===== config.mk =====
export PLATFORM = sky130hd
export DESIGN_NAME = fabric3_control
export DESIGN_NICKNAME = d
export VERILOG_FILES = /design/src/rtl/fabric3_pkg.sv /design/src/rtl/fabric3_arbiter.sv /design/src/rtl/fabric3_control.sv
export SDC_FILE = /design/constraint.sdc
export NUM_CORES = 1
export LEC_CHECK = 0
export BUFFER_PORTS_ARGS = -buffer_cell sky130_fd_sc_hd__buf_2
export CORE_MARGIN = 2
export CORE_UTILIZATION = 51
export DETAILED_ROUTE_END_ITERATION = 6
export PLACE_DENSITY = 0.79
export REMOVE_ABC_BUFFERS = 1
export SLEW_MARGIN = 20
export SYNTH_ARGS = -nofsm -noshare
export SYNTH_HDL_FRONTEND = slang
export SYNTH_SLANG_ARGS = --single-unit

===== constraint.sdc =====
create_clock -name clk -period 2.2 [get_ports clk]
set_input_delay 0.33 -clock clk [delete_from_list [all_inputs] [get_ports clk]]
set_output_delay 0.33 -clock clk [all_outputs]
set_load 0.02 [all_outputs]

===== src/rtl/fabric3_pkg.sv =====
// Shared constants, clog2 helper and master FSM encoding for fabric3.
package fabric3_pkg;

  localparam int NMASTERS_DEF     = 2;
  localparam int NSLAVES_DEF      = 5;
  localparam int PORTNO_WIDTH_DEF = 3;

  typedef enum logic [1:0] {
    ST_IDLE = 2'd0,
    ST_WAIT = 2'd1,
    ST_OWN  = 2'd2
  } mst_e;

  function automatic int clog2(input int n);
    int r;
    int v;
    r = 0;
    v = 1;
    while (v < n) begin
      v = v << 1;
      r++;
    end
    return r;
  endfunction

  function automatic int midx_w(input int n);
    return (clog2(n) < 1) ? 1 : clog2(n);
  endfunction

endpackage


===== src/rtl/fabric3_arbiter.sv =====
// Per-slave arbiter: round-robin when FABRIC3_RR_ARB_EN is defined,
// otherwise fixed priority with the lowest index winning.
module fabric3_arbiter
  import fabric3_pkg::*;
#(
  parameter int N = 2,
  parameter int W = midx_w(N)
) (
  input  logic         clk,
  input  logic         nrst,
  input  logic [N-1:0] req_i,
  output logic [N-1:0] gnt_o,
  output logic [W-1:0] idx_o
);

`ifdef FABRIC3_RR_ARB_EN
  logic [W-1:0] ptr_q;
  logic [W-1:0] ptr_d;

  always_comb begin
    logic hit;
    int   j;
    hit   = 1'b0;
    j     = 0;
    gnt_o = '0;
    idx_o = '0;
    ptr_d = ptr_q;
    for (int k = 0; k < N; k++) begin
      j = int'(ptr_q) + k;
      if (j >= N) j = j - N;
      if (!hit && req_i[j]) begin
        hit      = 1'b1;
        gnt_o[j] = 1'b1;
        idx_o    = W'(j);
        ptr_d    = (j == N - 1) ? '0 : W'(j + 1);
      end
    end
  end

  always_ff @(posedge clk or negedge nrst) begin
    if (!nrst) ptr_q <= '0;
    else       ptr_q <= ptr_d;
  end
`else
  logic unused_clk_rst;
  assign unused_clk_rst = clk ^ nrst;

  always_comb begin
    gnt_o = '0;
    idx_o = '0;
    for (int k = N - 1; k >= 0; k--) begin
      if (req_i[k]) begin
        gnt_o    = '0;
        gnt_o[k] = 1'b1;
        idx_o    = W'(k);
      end
    end
  end
`endif

endmodule


===== src/rtl/fabric3_control.sv =====
// Fabric ownership control: per-master IDLE/WAIT/OWN FSM, zero-latency
// per-slave arbitration. FABRIC3_RR_ARB_EN selects round-robin.
module fabric3_control
  import fabric3_pkg::*;
#(
  parameter  int NMASTERS     = NMASTERS_DEF,
  parameter  int NSLAVES      = NSLAVES_DEF,
  parameter  int PORTNO_WIDTH = PORTNO_WIDTH_DEF,
  localparam int MIDX_W       = midx_w(NMASTERS),
  localparam int PW           = PORTNO_WIDTH
) (
  input  logic                      clk,
  input  logic                      nrst,
  input  logic [NMASTERS-1:0]       i_act,
  input  logic [NMASTERS-1:0]       i_done,
  input  logic [NMASTERS*PW-1:0]    i_portno,
  output logic [NMASTERS-1:0]       o_grant,
  output logic [NMASTERS*PW-1:0]    o_mswitch,
  output logic [NSLAVES*MIDX_W-1:0] o_sswitch,
  output logic [NSLAVES-1:0]        o_sbusy
);

  mst_e                st_q   [NMASTERS];
  mst_e                st_d   [NMASTERS];
  logic [PW-1:0]       port_q [NMASTERS];
  logic [PW-1:0]       port_d [NMASTERS];
  logic [PW-1:0]       eff    [NMASTERS];
  logic [NMASTERS-1:0] newreq;
  logic [NMASTERS-1:0] errreq;
  logic [NMASTERS-1:0] gnt;
  logic [NMASTERS-1:0] req    [NSLAVES];
  logic [NMASTERS-1:0] sgnt   [NSLAVES];
  logic [MIDX_W-1:0]   sidx   [NSLAVES];
  logic [MIDX_W-1:0]   owner  [NSLAVES];
  logic [NSLAVES-1:0]  owned;

  always_comb begin
    for (int m = 0; m < NMASTERS; m++) begin
      newreq[m] = (st_q[m] == ST_IDLE) && i_act[m];
      eff[m]    = newreq[m] ? i_portno[m*PW +: PW]
                            : port_q[m];
      errreq[m] = newreq[m] &&
                  (int'(i_portno[m*PW +: PW]) >= NSLAVES);
    end
  end

  // Only a slave free at the start of the cycle takes requests, so a
  // release and a new grant never share a cycle.
  always_comb begin
    for (int s = 0; s < NSLAVES; s++) begin
      owned[s] = 1'b0;
      owner[s] = '0;
      req[s]   = '0;
      for (int m = 0; m < NMASTERS; m++) begin
        if (st_q[m] == ST_OWN && int'(port_q[m]) == s) begin
          owned[s] = 1'b1;
          owner[s] = MIDX_W'(m);
        end
        req[s][m] =
          (st_q[m] == ST_WAIT && int'(port_q[m]) == s) ||
          (newreq[m] && int'(i_portno[m*PW +: PW]) == s);
      end
      if (owned[s]) req[s] = '0;
    end
  end

  for (genvar s = 0; s < NSLAVES; s++) begin : g_arb
    fabric3_arbiter #(
      .N (NMASTERS),
      .W (MIDX_W)
    ) u_arb (
      .clk   (clk),
      .nrst  (nrst),
      .req_i (req[s]),
      .gnt_o (sgnt[s]),
      .idx_o (sidx[s])
    );
  end

  always_comb begin
    gnt = errreq;
    for (int s = 0; s < NSLAVES; s++) gnt = gnt | sgnt[s];
    for (int m = 0; m < NMASTERS; m++) begin
      if (st_q[m] == ST_OWN) gnt[m] = 1'b1;
    end
  end

  always_comb begin
    for (int m = 0; m < NMASTERS; m++) begin
      st_d[m]   = st_q[m];
      port_d[m] = port_q[m];
      if (newreq[m]) port_d[m] = i_portno[m*PW +: PW];
      if (gnt[m] && i_done[m]) st_d[m] = ST_IDLE;
      else if (gnt[m])         st_d[m] = ST_OWN;
      else if (newreq[m])      st_d[m] = ST_WAIT;
    end
  end

  always_ff @(posedge clk or negedge nrst) begin
    if (!nrst) begin
      for (int m = 0; m < NMASTERS; m++) begin
        st_q[m]   <= ST_IDLE;
        port_q[m] <= '0;
      end
    end else begin
      for (int m = 0; m < NMASTERS; m++) begin
        st_q[m]   <= st_d[m];
        port_q[m] <= port_d[m];
      end
    end
  end

  always_comb begin
    o_grant   = nrst ? gnt : '0;
    o_mswitch = '0;
    o_sswitch = '0;
    o_sbusy   = '0;
    for (int m = 0; m < NMASTERS; m++) begin
      if (nrst) o_mswitch[m*PW +: PW] = eff[m];
    end
    for (int s = 0; s < NSLAVES; s++) begin
      if (nrst) begin
        o_sbusy[s] = owned[s] || (|sgnt[s]);
        o_sswitch[s*MIDX_W +: MIDX_W] =
          owned[s] ? owner[s] : sidx[s];
      end
    end
  end

endmodule

# After elaboration in Yosys (flattened, before gate mapping)
# Cells that the tools add are included.
[totals]
regBits = 10
input_bits = 12
output_inout_bits = 18
wordCells = 163
[classes]
magnitude_cmp = 2
eq_ne = 20
muxes = 68
n_bitwise = 5
reduce_logical = 64
[ops]
columns = ["op", "count"]
rows = [
  ["$mux W2", 22],
  ["$mux W1", 42],
  ["$eq A3 B3 Y1 const B", 12],
  ["$logic_and A1 B1 Y1", 36],
  ["$logic_or A1 B1 Y1", 15],
  ["$eq A3 B2 Y1 const B", 4],
  ["$logic_not A3 Y1", 4],
  ["$mux W3", 4],
  ["$or A2 B2 Y2", 5],
  ["$reduce_or A2 Y1", 5],
  ["$ge A3 B3 Y1 const B", 2],
  ["$reduce_bool A3 Y1", 2],
  ["$eq A2 B1 Y1 const B", 2],
  ["$eq A2 B2 Y1 const B", 2],
  ["$logic_not A2 Y1", 2],
]

# Depth between registers and ports, before layout
[logic_depth]
depth_word = 15
ltp_mapped = 8
depth_no_buf = 6

# Cells and area by module
# From an unflattened synthesis, not the netlist that was laid out.
[unflattened]
cells_unflattened = 143
area_unflattened_um2 = 1128.6
[by_module_without_submodules]
columns = ["mod", "n_inst", "cells_each", "area_each_um2", "seq_area_each_um2"]
rows = [
  ["fabric3_control", 1, 128, 984.7, 250.2],
  ["fabric3_arbiter", 5, 3, 28.8, 0.0],
]

# Worst setup path after synthesis
# No wires, ideal clock.
[synth_path]
path_kind = "reg-to-output"
start = "register st_q[0] (netlist name)"
end = "output port o_grant[1]"
t_arrival_ps = 1876
required_ps = 1870
slack_ps = -6
path_stages_with_launch = 7
path_buffers = 0
path_cell_list = "dfrtp_1 or4b_4 o22ai_2 nand3_1 a21boi_1 and4bb_4 nor2_1"
[synth_between]
elab_chain_cells = 14
elab_cells_between_ends = 52
classes_between = "2 x eq/ne; 22 x mux; 5 x bitwise; 23 x reduce/logical"
[synth_lines]
columns = ["element", "line", "rtl"]
rows = [
  ["start, declared", "fabric3_control.sv:23", "mst_e st_q [NMASTERS];"],
  ["start signal, assigned by index", "fabric3_control.sv:107", "st_q[m] <= st_d[m];"],
  ["$logic_not A2 Y1", "fabric3_control.sv:39", "newreq[m] = (st_q[m] == ST_IDLE) && i_act[m];"],
  ["$logic_and A1 B1 Y1", "fabric3_control.sv:39", ""],
  ["$logic_and A1 B1 Y1", "fabric3_control.sv:61", "(newreq[m] && int'(i_portno[m*PW +: PW]) == s);"],
  ["$logic_or A1 B1 Y1", "fabric3_control.sv:60", "(st_q[m] == ST_WAIT && int'(port_q[m]) == s) ||"],
  ["$mux W2", "fabric3_control.sv:63", "if (owned[s]) req[s] = '0;"],
  ["$mux W2 (2 in a row)", "fabric3_arbiter.sv:52", "if (req_i[k]) begin"],
  ["$or A2 B2 Y2 (5 in a row)", "fabric3_control.sv:82", "for (int s = 0; s < NSLAVES; s++) gnt = gnt | sgnt[s];"],
  ["$mux W1 (*)", "fabric3_control.sv:84", "if (st_q[m] == ST_OWN) gnt[m] = 1'b1;"],
  ["$mux W2 (*)", "fabric3_control.sv:114", "o_grant = nrst ? gnt : '0;"],
  ["end, declared", "fabric3_control.sv:17", "output logic [NMASTERS-1:0] o_grant,"],
]
# Every way passes the cells marked *; elsewhere a longest branch is shown, timed or not.

# Worst setup path in the final report
# Ends and elaborated chain as after synthesis.

==> run metrics <==
Seq. cell area 255 µm²; CP Data Required Time 1.87 ns; chip height about 48 µm; Logic pwr share ~73%; Switching Share about half; footprint of the multi-input gates about 850 µm²; final hold viol count 0; Clk pwr share between 7 and 8%; Setup crit end kind primary output; Final Util 90.0%; period utilisation layout 115%; core area 1780 µm²; slew margin rel. a little under three quarters; async set or reset register ratio after synthesis 100%; distinct cell type count after synthesis 46; predominant post-synthesis flop cell dfrtp_1; DP Wirelength 2260 µm; most common cell after layout, fill and taps aside buf_4; Top Usage Layer GRT met2; vias 1326; RSZ-0062 raised after global routing yes; vias in the first global route ~1100; routed wire length per instance about 21 µm; Max Fclk 397 MHz; total track usage a little under a third; Finished Cell Area 1600 µm²; num rows 15; number of synthesized flops with an enable pin 0; Die Wd between 40 and 50 µm; Min Clock Period, post-route about 2.5 ns; M2 GR Usage a little over half; Layout fillers 87; hold buffers post-CTS 0; Inserted Diodes 0; DRC 0; mapped cell area between 900 and 1000 µm²; Routability Congestion 0.880; placed standard-cell area ~1300 µm²; Num CTS Buffers 3; antenna violations before repair 0; # IOs 30; #FFs+latches synth 10; vias per cell roughly 6.4; slack of the critical path -0.321 ns; GRT Residual Overflow 0; Max-Cap Viols 0; leading area contributor after synthesis dfrtp_1; met1 Use GR a little under two fifths; Power, Total 2.28 mW; worst setup path class flip-flop to primary output; clock sinks 10; Yosys warning count 0; hold slack final ~0.015 ns; CTS tree done; P_leak ~0.70 nW; Max IR drop VDD ~1.2 mV; PD cells about 1400 nW/µm²; Final ANT Viol Nets 0; Initial Util roughly 56%; sequential area share after synthesis approximately 25%; status complete, but fails checks; pre-CTS setup slack -0.0670 ns; TNS Setup -2.11 ns; Nets 196; dpl cells between 150 and 200; Reg power frac around a fifth; drt total wl between 4000 and 5000 µm; die area around 2300 µm²; Worst EP arrival between 2 and 2.5 ns; mean post-synth cell area ~7.9 µm²; Mapped Cells about 130; first-pass GRT wire length 4880 µm; commonest non-fill, non-tap cells in the layout 34 x buf_4, 20 x buf_2, 14 x nor2_1; worst min path class input port to async pin; Max stage delay on crit path about 0.60 ns; Finished Layout Cells approximately 210; Max FO, Critical Path 3; share of cells above drive strength 1 between 50% and 60%; Slowest-stage cell, CP or4b_4; P_sw between 1 and 1.5 mW; Slew Limit Fails 0; top cells by area, synth dfrtp_1 25%, nor2_1 6.1%, mux2_2 5.7%; Slew @ Worst Pin 0.423 ns; CP Launch Type flip-flop; top-area cell type share of the netlist area about a quarter; Setup violations, final 12; final clock skew between 0.003 and 0.004 ns; Initial DRT Pass Iterations 4; Reg clk slew, reported paths about 0.070 ns; failing checks negative setup slack; latest clock arrival within the worst-skew pair ~0.26 ns; port bufs 29; H-tree levels 1; buffers from clock root to sink, at most 2; met3 usage under 10%; area grow syn2layout 61.7%; worst path cell trace or4b_4, o2bb2ai_4, nand4_1, o21ai_0, and4bb_4, nor2_4, buf_6; CTS root buf clkbuf_4; DR iter-0 viols 85; largest net degree at the start of global routing 18; Int Pwr between 1 and 1.5 mW
## power groups by stage
stage / clock [mW] / sequential, mW / combinational [mW]
finish: 0.163 / 0.446 / 1.67
floorplan: 0 / 0.408 / 0.719
detailed placement: 0 / 0.403 / 1.17
global route: 0.176 / 0.455 / 1.75
CTS: 0.170 / 0.408 / 1.30
global placement: 0 / 0.391 / 1.14
## critical path, delay by kind of cell (launching register included)
family / cells / cell delay, ns
DFF: 1 / 0.41
AOI/OAI and AO/OA: 2 / 0.29
buffers and inverters: 1 / 0.12
and+or+nand+nor: 4 / 1.10
## kinds of logic (layout without fill, tap and decap cells)
logic type      Yosys count  count (layout)  synth area share, %
flops                    10              10                 25.2
mux                       7               7                 7.69
simple gates             67              67                 40.7
xor+xnor                  1               1                0.883
buf+inv                  12              69                 4.67
compound gates           29              29                 20.8
## path summary, 6_finish.rpt
path	start	to	slack, ns	cells after the start
max	st_q[0]	o_grant[1]	-0.32	7
min	nrst	port_q[0]	0.02	2
max reg2reg	st_q[0]	st_q[0]	0.10	7
min reg2reg	port_q[1]	port_q[1]	0.61	1
max in group asynchronous	nrst	st_q[3]	2.00	2
min in group clk	i_done[0]	st_q[3]	0.24	2
## layer usage
layer  vias to the layer above  routed length [µm]  part of all wire [%]
li1                        575                   -                     -
met5                         -                   0                     0
met2                       111                2050                    48
met3                        31                 385                   8.9
met1                       609                1580                    37
met4                         0                 301                   7.0
## registers in the layout, summed over array words and instances (netlist names)
register	flops
port_q	6
st_q	4
## cells in the mapped netlist (2+ instances only)
library cell,instances
nor2_1,16
dfrtp_1,10
a21oi_1,9
inv_1,8
and2_1,7
nand3_1,7
nand2b_1,6
mux2_2,5
nand2_1,5
nor2b_1,4
clkbuf_1,3
nand3b_1,3
o21ai_0,3
a22oi_1,2
mux2i_1,2
nand4_1,2
nor3_1,2
nor3b_1,2
o21a_1,2
or3b_1,2
## final cells by class
class / instances / share of cell area [%]
repair buffers: 57 / 24.8
inverters: 8 / 1.87
well taps: 25 / 1.95
multi-input cells: 104 / 53.2
flip-flops and latches: 10 / 15.9
clock buffers: 4 / 2.26
## repair_timing
action	4_1_cts	5_1_grt
endpoints found under the setup margin	9	16
pin swaps	4	12
gates cloned	0	0
buffers inserted	4	7
resized for setup	15	32
No activity file was read; power rests on OpenSTA's default activity.
